<file path="src/rtl/wd_fail_responder.sv">
`default_nettype none
// ============================================================================
// Module      : wd_fail_responder
// Description : Consumes watchdog fail-detector verdicts (WDFAIL / FLSTAT),
//               synchronises them, evaluates once per SWSTAT period, tracks
//               consecutive and total failures, escalates NORMAL -> WARN ->
//               SAFE, and after operator ACK issues a timed SYSRST pulse.
//               Optional macro FLT_HISTORY_EN adds HIST[7:0], a 4-deep
//               history of counted fault codes.
// Revision    : 1.0 - initial release
// ============================================================================
module wd_fail_responder #(
  parameter int SYNC_STAGES = 2,
  parameter int WARN_LIMIT  = 2,
  parameter int SAFE_LIMIT  = 4,
  parameter int RST_PULSE   = 16,
  parameter int CNT_W       = 8
) (
  input  logic             CLK,
  input  logic             RST,
  input  logic             SWSTAT,
  input  logic             WDFAIL,
  input  logic [1:0]       FLSTAT,
  input  logic             ACK,
  output logic             WARN,
  output logic             SAFEST,
  output logic             SYSRST,
  output logic [CNT_W-1:0] FAULTCNT,
  output logic [1:0]       LASTFL
`ifdef FLT_HISTORY_EN
  ,
  output logic [7:0]       HIST
`endif
);

  localparam int CONSEC_W = $clog2(SAFE_LIMIT + 1);
  localparam int PULSE_W  = $clog2(RST_PULSE + 1);

  localparam logic [CONSEC_W-1:0] WARN_LIM   = CONSEC_W'(WARN_LIMIT);
  localparam logic [CONSEC_W-1:0] SAFE_LIM   = CONSEC_W'(SAFE_LIMIT);
  localparam logic [PULSE_W-1:0]  PULSE_LAST = PULSE_W'(RST_PULSE - 1);

  localparam logic [1:0] FL_OVERRIDE  = 2'b01;
  localparam logic [1:0] FL_NOSERVICE = 2'b11;

  typedef enum logic [1:0] {
    S_NORMAL = 2'd0,
    S_WARN   = 2'd1,
    S_SAFE   = 2'd2,
    S_RESET  = 2'd3
  } state_t;

  state_t state, state_n;

  logic [SYNC_STAGES-1:0]      swstat_sync;
  logic [SYNC_STAGES-1:0]      wdfail_sync;
  logic [SYNC_STAGES-1:0][1:0] flstat_sync;
  logic                        swstat_prev;

  logic [CONSEC_W-1:0] consec, consec_n;
  logic [PULSE_W-1:0]  pulse_cnt, pulse_cnt_n;
  logic [CNT_W-1:0]    faultcnt_n;
  logic [1:0]          lastfl_n;
`ifdef FLT_HISTORY_EN
  logic [7:0]          hist_n;
`endif

  logic       strobe;
  logic       fail_s;
  logic [1:0] code_s;

  assign strobe = swstat_sync[SYNC_STAGES-1] & ~swstat_prev;
  assign fail_s = wdfail_sync[SYNC_STAGES-1];
  assign code_s = flstat_sync[SYNC_STAGES-1];

  // Multi-flop synchronisers for the asynchronous detector inputs, plus the
  // delayed SWSTAT copy used for rising-edge detection.
  always_ff @(posedge CLK or posedge RST) begin
    if (RST) begin
      swstat_sync <= '0;
      wdfail_sync <= '0;
      flstat_sync <= '0;
      swstat_prev <= 1'b0;
    end else begin
      swstat_sync <= {swstat_sync[SYNC_STAGES-2:0], SWSTAT};
      wdfail_sync <= {wdfail_sync[SYNC_STAGES-2:0], WDFAIL};
      flstat_sync <= {flstat_sync[SYNC_STAGES-2:0], FLSTAT};
      swstat_prev <= swstat_sync[SYNC_STAGES-1];
    end
  end

  // State register; every output is a flop loaded from the next-state decode.
  always_ff @(posedge CLK or posedge RST) begin
    if (RST) begin
      state     <= S_NORMAL;
      consec    <= '0;
      pulse_cnt <= '0;
      FAULTCNT  <= '0;
      LASTFL    <= 2'b00;
      WARN      <= 1'b0;
      SAFEST    <= 1'b0;
      SYSRST    <= 1'b0;
`ifdef FLT_HISTORY_EN
      HIST      <= 8'h00;
`endif
    end else begin
      state     <= state_n;
      consec    <= consec_n;
      pulse_cnt <= pulse_cnt_n;
      FAULTCNT  <= faultcnt_n;
      LASTFL    <= lastfl_n;
      WARN      <= (state_n == S_WARN);
      SAFEST    <= (state_n == S_SAFE) || (state_n == S_RESET);
      SYSRST    <= (state_n == S_RESET);
`ifdef FLT_HISTORY_EN
      HIST      <= hist_n;
`endif
    end
  end

  // Evaluation datapath and escalation FSM; ACK outranks a same-cycle strobe.
  always_comb begin
    state_n     = state;
    consec_n    = consec;
    pulse_cnt_n = pulse_cnt;
    faultcnt_n  = FAULTCNT;
    lastfl_n    = LASTFL;
`ifdef FLT_HISTORY_EN
    hist_n      = HIST;
`endif
    case (state)
      S_NORMAL, S_WARN: begin
        if (ACK) begin
          consec_n = '0;
          state_n  = S_NORMAL;
        end else if (strobe) begin
          if (!fail_s) begin
            consec_n = '0;
            state_n  = S_NORMAL;
          end else begin
            if (FAULTCNT != '1) faultcnt_n = FAULTCNT + CNT_W'(1);
            lastfl_n = code_s;
`ifdef FLT_HISTORY_EN
            hist_n   = {HIST[5:0], code_s};
`endif
            if (code_s != FL_OVERRIDE && consec != SAFE_LIM)
              consec_n = consec + CONSEC_W'(1);
            if (code_s == FL_NOSERVICE)
              state_n = S_SAFE;
            else if (state == S_WARN && consec_n >= SAFE_LIM)
              state_n = S_SAFE;
            else if (state == S_NORMAL && consec_n >= WARN_LIM)
              state_n = S_WARN;
          end
        end
      end
      S_SAFE: begin
        if (ACK) begin
          state_n     = S_RESET;
          pulse_cnt_n = '0;
        end
      end
      S_RESET: begin
        if (pulse_cnt == PULSE_LAST) begin
          state_n     = S_NORMAL;
          consec_n    = '0;
          pulse_cnt_n = '0;
        end else begin
          pulse_cnt_n = pulse_cnt + PULSE_W'(1);
        end
      end
      default: state_n = S_NORMAL;
    endcase
  end

endmodule
`default_nettype wire

</file>
<file path="config.mk">
export PLATFORM = sky130hd
export DESIGN_NAME = wd_fail_responder
export DESIGN_NICKNAME = d
export VERILOG_FILES = /design/src/rtl/wd_fail_responder.sv
export SDC_FILE = /design/constraint.sdc
export NUM_CORES = 1
export LEC_CHECK = 0
export CAP_MARGIN = 20
export CORE_MARGIN = 2
export CORE_UTILIZATION = 47
export DETAILED_ROUTE_END_ITERATION = 10
export PLACE_DENSITY = 0.82
export SYNTH_ARGS = -nofsm -noshare
export SYNTH_HDL_FRONTEND = slang
export SYNTH_SLANG_ARGS = --single-unit
</file>
<file path="constraint.sdc">
create_clock -name CLK -period 1.44 [get_ports CLK]
set_input_delay 0.288 -clock CLK [delete_from_list [all_inputs] [get_ports CLK]]
set_output_delay 0.288 -clock CLK [all_outputs]
set_load 0.005 [all_outputs]
</file>
==> results_dict.tcl <==
set metrics [dict create \
    dpl.hpwl_um 2180 \
    tightest_slew_ns 0.464 \
    drive_above_1_share 0.455 \
    finalHoldViolCount 0 \
    start_kind "flip-flop" \
    synth_area_leaders "dfrtp_1, nand2_1, ha_1" \
    relSlewSlack 0.688 \
    rows 19 \
    cp.arrival_ns 1.82 \
    p_leak_nw 1.12 \
    stdcell_count 229 \
    rsz0062_at_grt "true" \
    critPathKind "flip-flop to flip-flop" \
    wire_per_inst_um 17.0 \
    setup_ws_ns -0.158 \
    synth_cells 122 \
    boundaryPins 20 \
    synth.avg_cell_area_um2 11.3 \
    final_common_cell "buf_4" \
    syn_area_mm2 0.00138 \
    synthAdderAreaFrac 0.0362 \
    path_max_fanout 5 \
    diodes 0 \
    powerDensity_mw_per_mm2 1390 \
    drc 0 \
    synth.mux.area_fraction 0.0226 \
    port_buffers 19 \
    cts_buffers 5 \
    cts_hold_buf 0 \
    detail_route.iter0.violations 52 \
    grt_max_degree 32 \
    route.vias.total 1289 \
    final_antenna_net_count 0 \
    core_mm2 0.00278 \
    drv_slew 0 \
    violations "setup timing" \
    synth_compound_area_frac 0.128 \
    overflow 0 \
    clk_latency_ns 0.33 \
    critPathRequiredTime_ns 1.67 \
    clockRootBuffer "clkbuf_4" \
    skew_ns 0.00942 \
    place_worst_setup_slack_ns -0.535 \
    cts_tree "done" \
    setup_viol 12 \
    die_y_um 58.2 \
    cp-end-kind "flip-flop" \
    fmax_mhz 626 \
    synth-simple-area-share 0.180 \
    cts.sinks 31 \
    synth_xor_area_frac 0.0444 \
    initial_core_util 0.497 \
    dp_cells 200 \
    drv_cap 0 \
    synth_top_family_by_area "simple AND/OR/NAND/NOR gates" \
    syn_to_final_growth_pct 59.7 \
    via_per_inst 5.63 \
    timing.rr.start "wdfail_sync[1]$_DFF_PP0_" \
    final-seq-area_um2 778 \
    grt_usage 0.223 \
    cts_max_level 2 \
    grt_pass1_wl_um 5550 \
    nets 208 \
    clockBufferDepth 2 \
    ys_types 36 \
    fill_cells 158 \
    vdd_drop_max_v 0.00137 \
    finalCritPeriodShare 1.11 \
    drt_first_pass_iters 4 \
    synth_area_leader_cell "dfrtp_1" \
    synth_seq_cells 31 \
    die_w_um 58.2 \
    cts.clk_slew.worst_paths_ns 0.10 \
    antenna_found_initial 0 \
    startpoint "wdfail_sync[1]$_DFF_PP0_" \
    netlist.area_leader.share 0.562 \
    status "complete, but fails checks" \
    ys_warn_count 0 \
    multi_input_area_um2 681 \
    layout_common_cells "buf_4, dfrtp_1, nand2_1" \
    synth_seq_area_share 0.562 \
    min_path_type "input port to asynchronous set/reset pin" \
    place.gp.congestion 0.817 \
    first_global_vias 1211 \
    synthesis.nets 133 \
    die_area_mm2 0.00339 \
    routed_wl_um 3890 \
    period_minus_slack_ns 1.60 \
]
-- synth_stat cells --
master	count
a21boi_0	1
or2_2	1
nor3_2	1
nand3b_1	1
nand2b_1	1
clkbuf_1	1
nand4_1	5
a41oi_4	1
o22a_1	1
or3_4	1
o21ai_0	9
mux2i_1	2
a221oi_1	1
and3_1	4
nand2b_2	1
and2_1	1
buf_1	1
and4_2	1
a22o_1	3
mux2_1	1
a21oi_1	1
nor3_1	1
a21o_1	2
nand3_1	7
nand2_1	15
nand4b_1	1
nor2_1	2
dfrtp_1	31
o221ai_1	1
o32a_2	1
a31oi_1	2
ha_1	4
xnor2_1	5
inv_1	8
xor2_1	2
nand2b_4	1
-- cell type report --
type	count	share of cell area
repair buffers	70	0.276
flip-flops and latches	31	0.353
well taps	31	0.0176
inverters	8	0.0136
clock buffers	8	0.0312
multi-input cells	81	0.309
-- where the power goes --
part           switching, W  total, W  leakage, nW  internal (W)
registers          0.000124   0.00117        0.389       0.00105
logic              0.000605   0.00131        0.688      0.000706
clock network      0.000300  0.000587       0.0386      0.000287
total               0.00103   0.00307         1.12       0.00204
-- critical path, cell delays in order (launching register included) --
cell	delay, ns
dfrtp_1	0.40
nand2b_4	0.07
or3_4	0.39
a41oi_4	0.30
mux2_4	0.34
-- cell families after synthesis --
group                      count (synthesis)
xor gates and xnor gates                   7
AOI/OAI and AO/OA                         23
muxes                                      3
and+or+nand+nor                           44
DFF                                       31
adders and majority gates                  4
buffers and inverters                     10
-- registers in the layout (all words and copies together) (netlist names) --
register     flops
flstat_sync      2
pulse_cnt        5
WARN             1
state            2
LASTFL           2
code_s           2
consec           3
FAULTCNT         8
wdfail_sync      2
swstat_sync      2
SYSRST           1
swstat_prev      1
-- stage by stage --
step / hold slack (ns) / util / total power, W / TNS (ns) / cell area (µm²)
after global routing: 0.326 / 0.793 / 0.00322 / -1.50 / 2210
after CTS: 0.286 / 0.730 / 0.00280 / -0.573 / 2030
after floorplan: 0.319 / - / 0.00163 / -0.279 / 1400
after global placement: 0.332 / 0.670 / 0.00211 / -4.95 / 1860
final: 0.283 / 0.793 / 0.00307 / -0.875 / 2210
after detailed placement: 0.336 / 0.670 / 0.00219 / -5.40 / 1860
-- routing by layer --
layer / global-route usage / wire, µm / vias up
met1: 0.275 / 1470 / 655
met5: 0 / 0 / -
met4: 0.0698 / 93 / 0
li1: - / - / 586
met3: 0.0737 / 157 / 13
met2: 0.373 / 2170 / 35
-- path summary, 6_finish.rpt --
kind	end	slack, ns	cells after the start
setup / recovery	FAULTCNT[1]$_DFFE_PP0P_	-0.16	4
hold / removal	FAULTCNT[2]$_DFFE_PP0P_	0.28	3
setup reg to reg	FAULTCNT[1]$_DFFE_PP0P_	-0.16	4
hold reg to reg	wdfail_sync[1]$_DFF_PP0_	0.36	0
max in group asynchronous	FAULTCNT[7]$_DFFE_PP0P_	0.97	3
min in group CLK	wdfail_sync[1]$_DFF_PP0_	0.36	0
-- repair_timing --
item / CTS / global route
resized for setup: 30 / 25
pin swaps: 13 / 12
endpoints found under the setup margin: 23 / 18
setup buffers: 9 / 13
No activity file was read; power rests on OpenSTA's default activity.
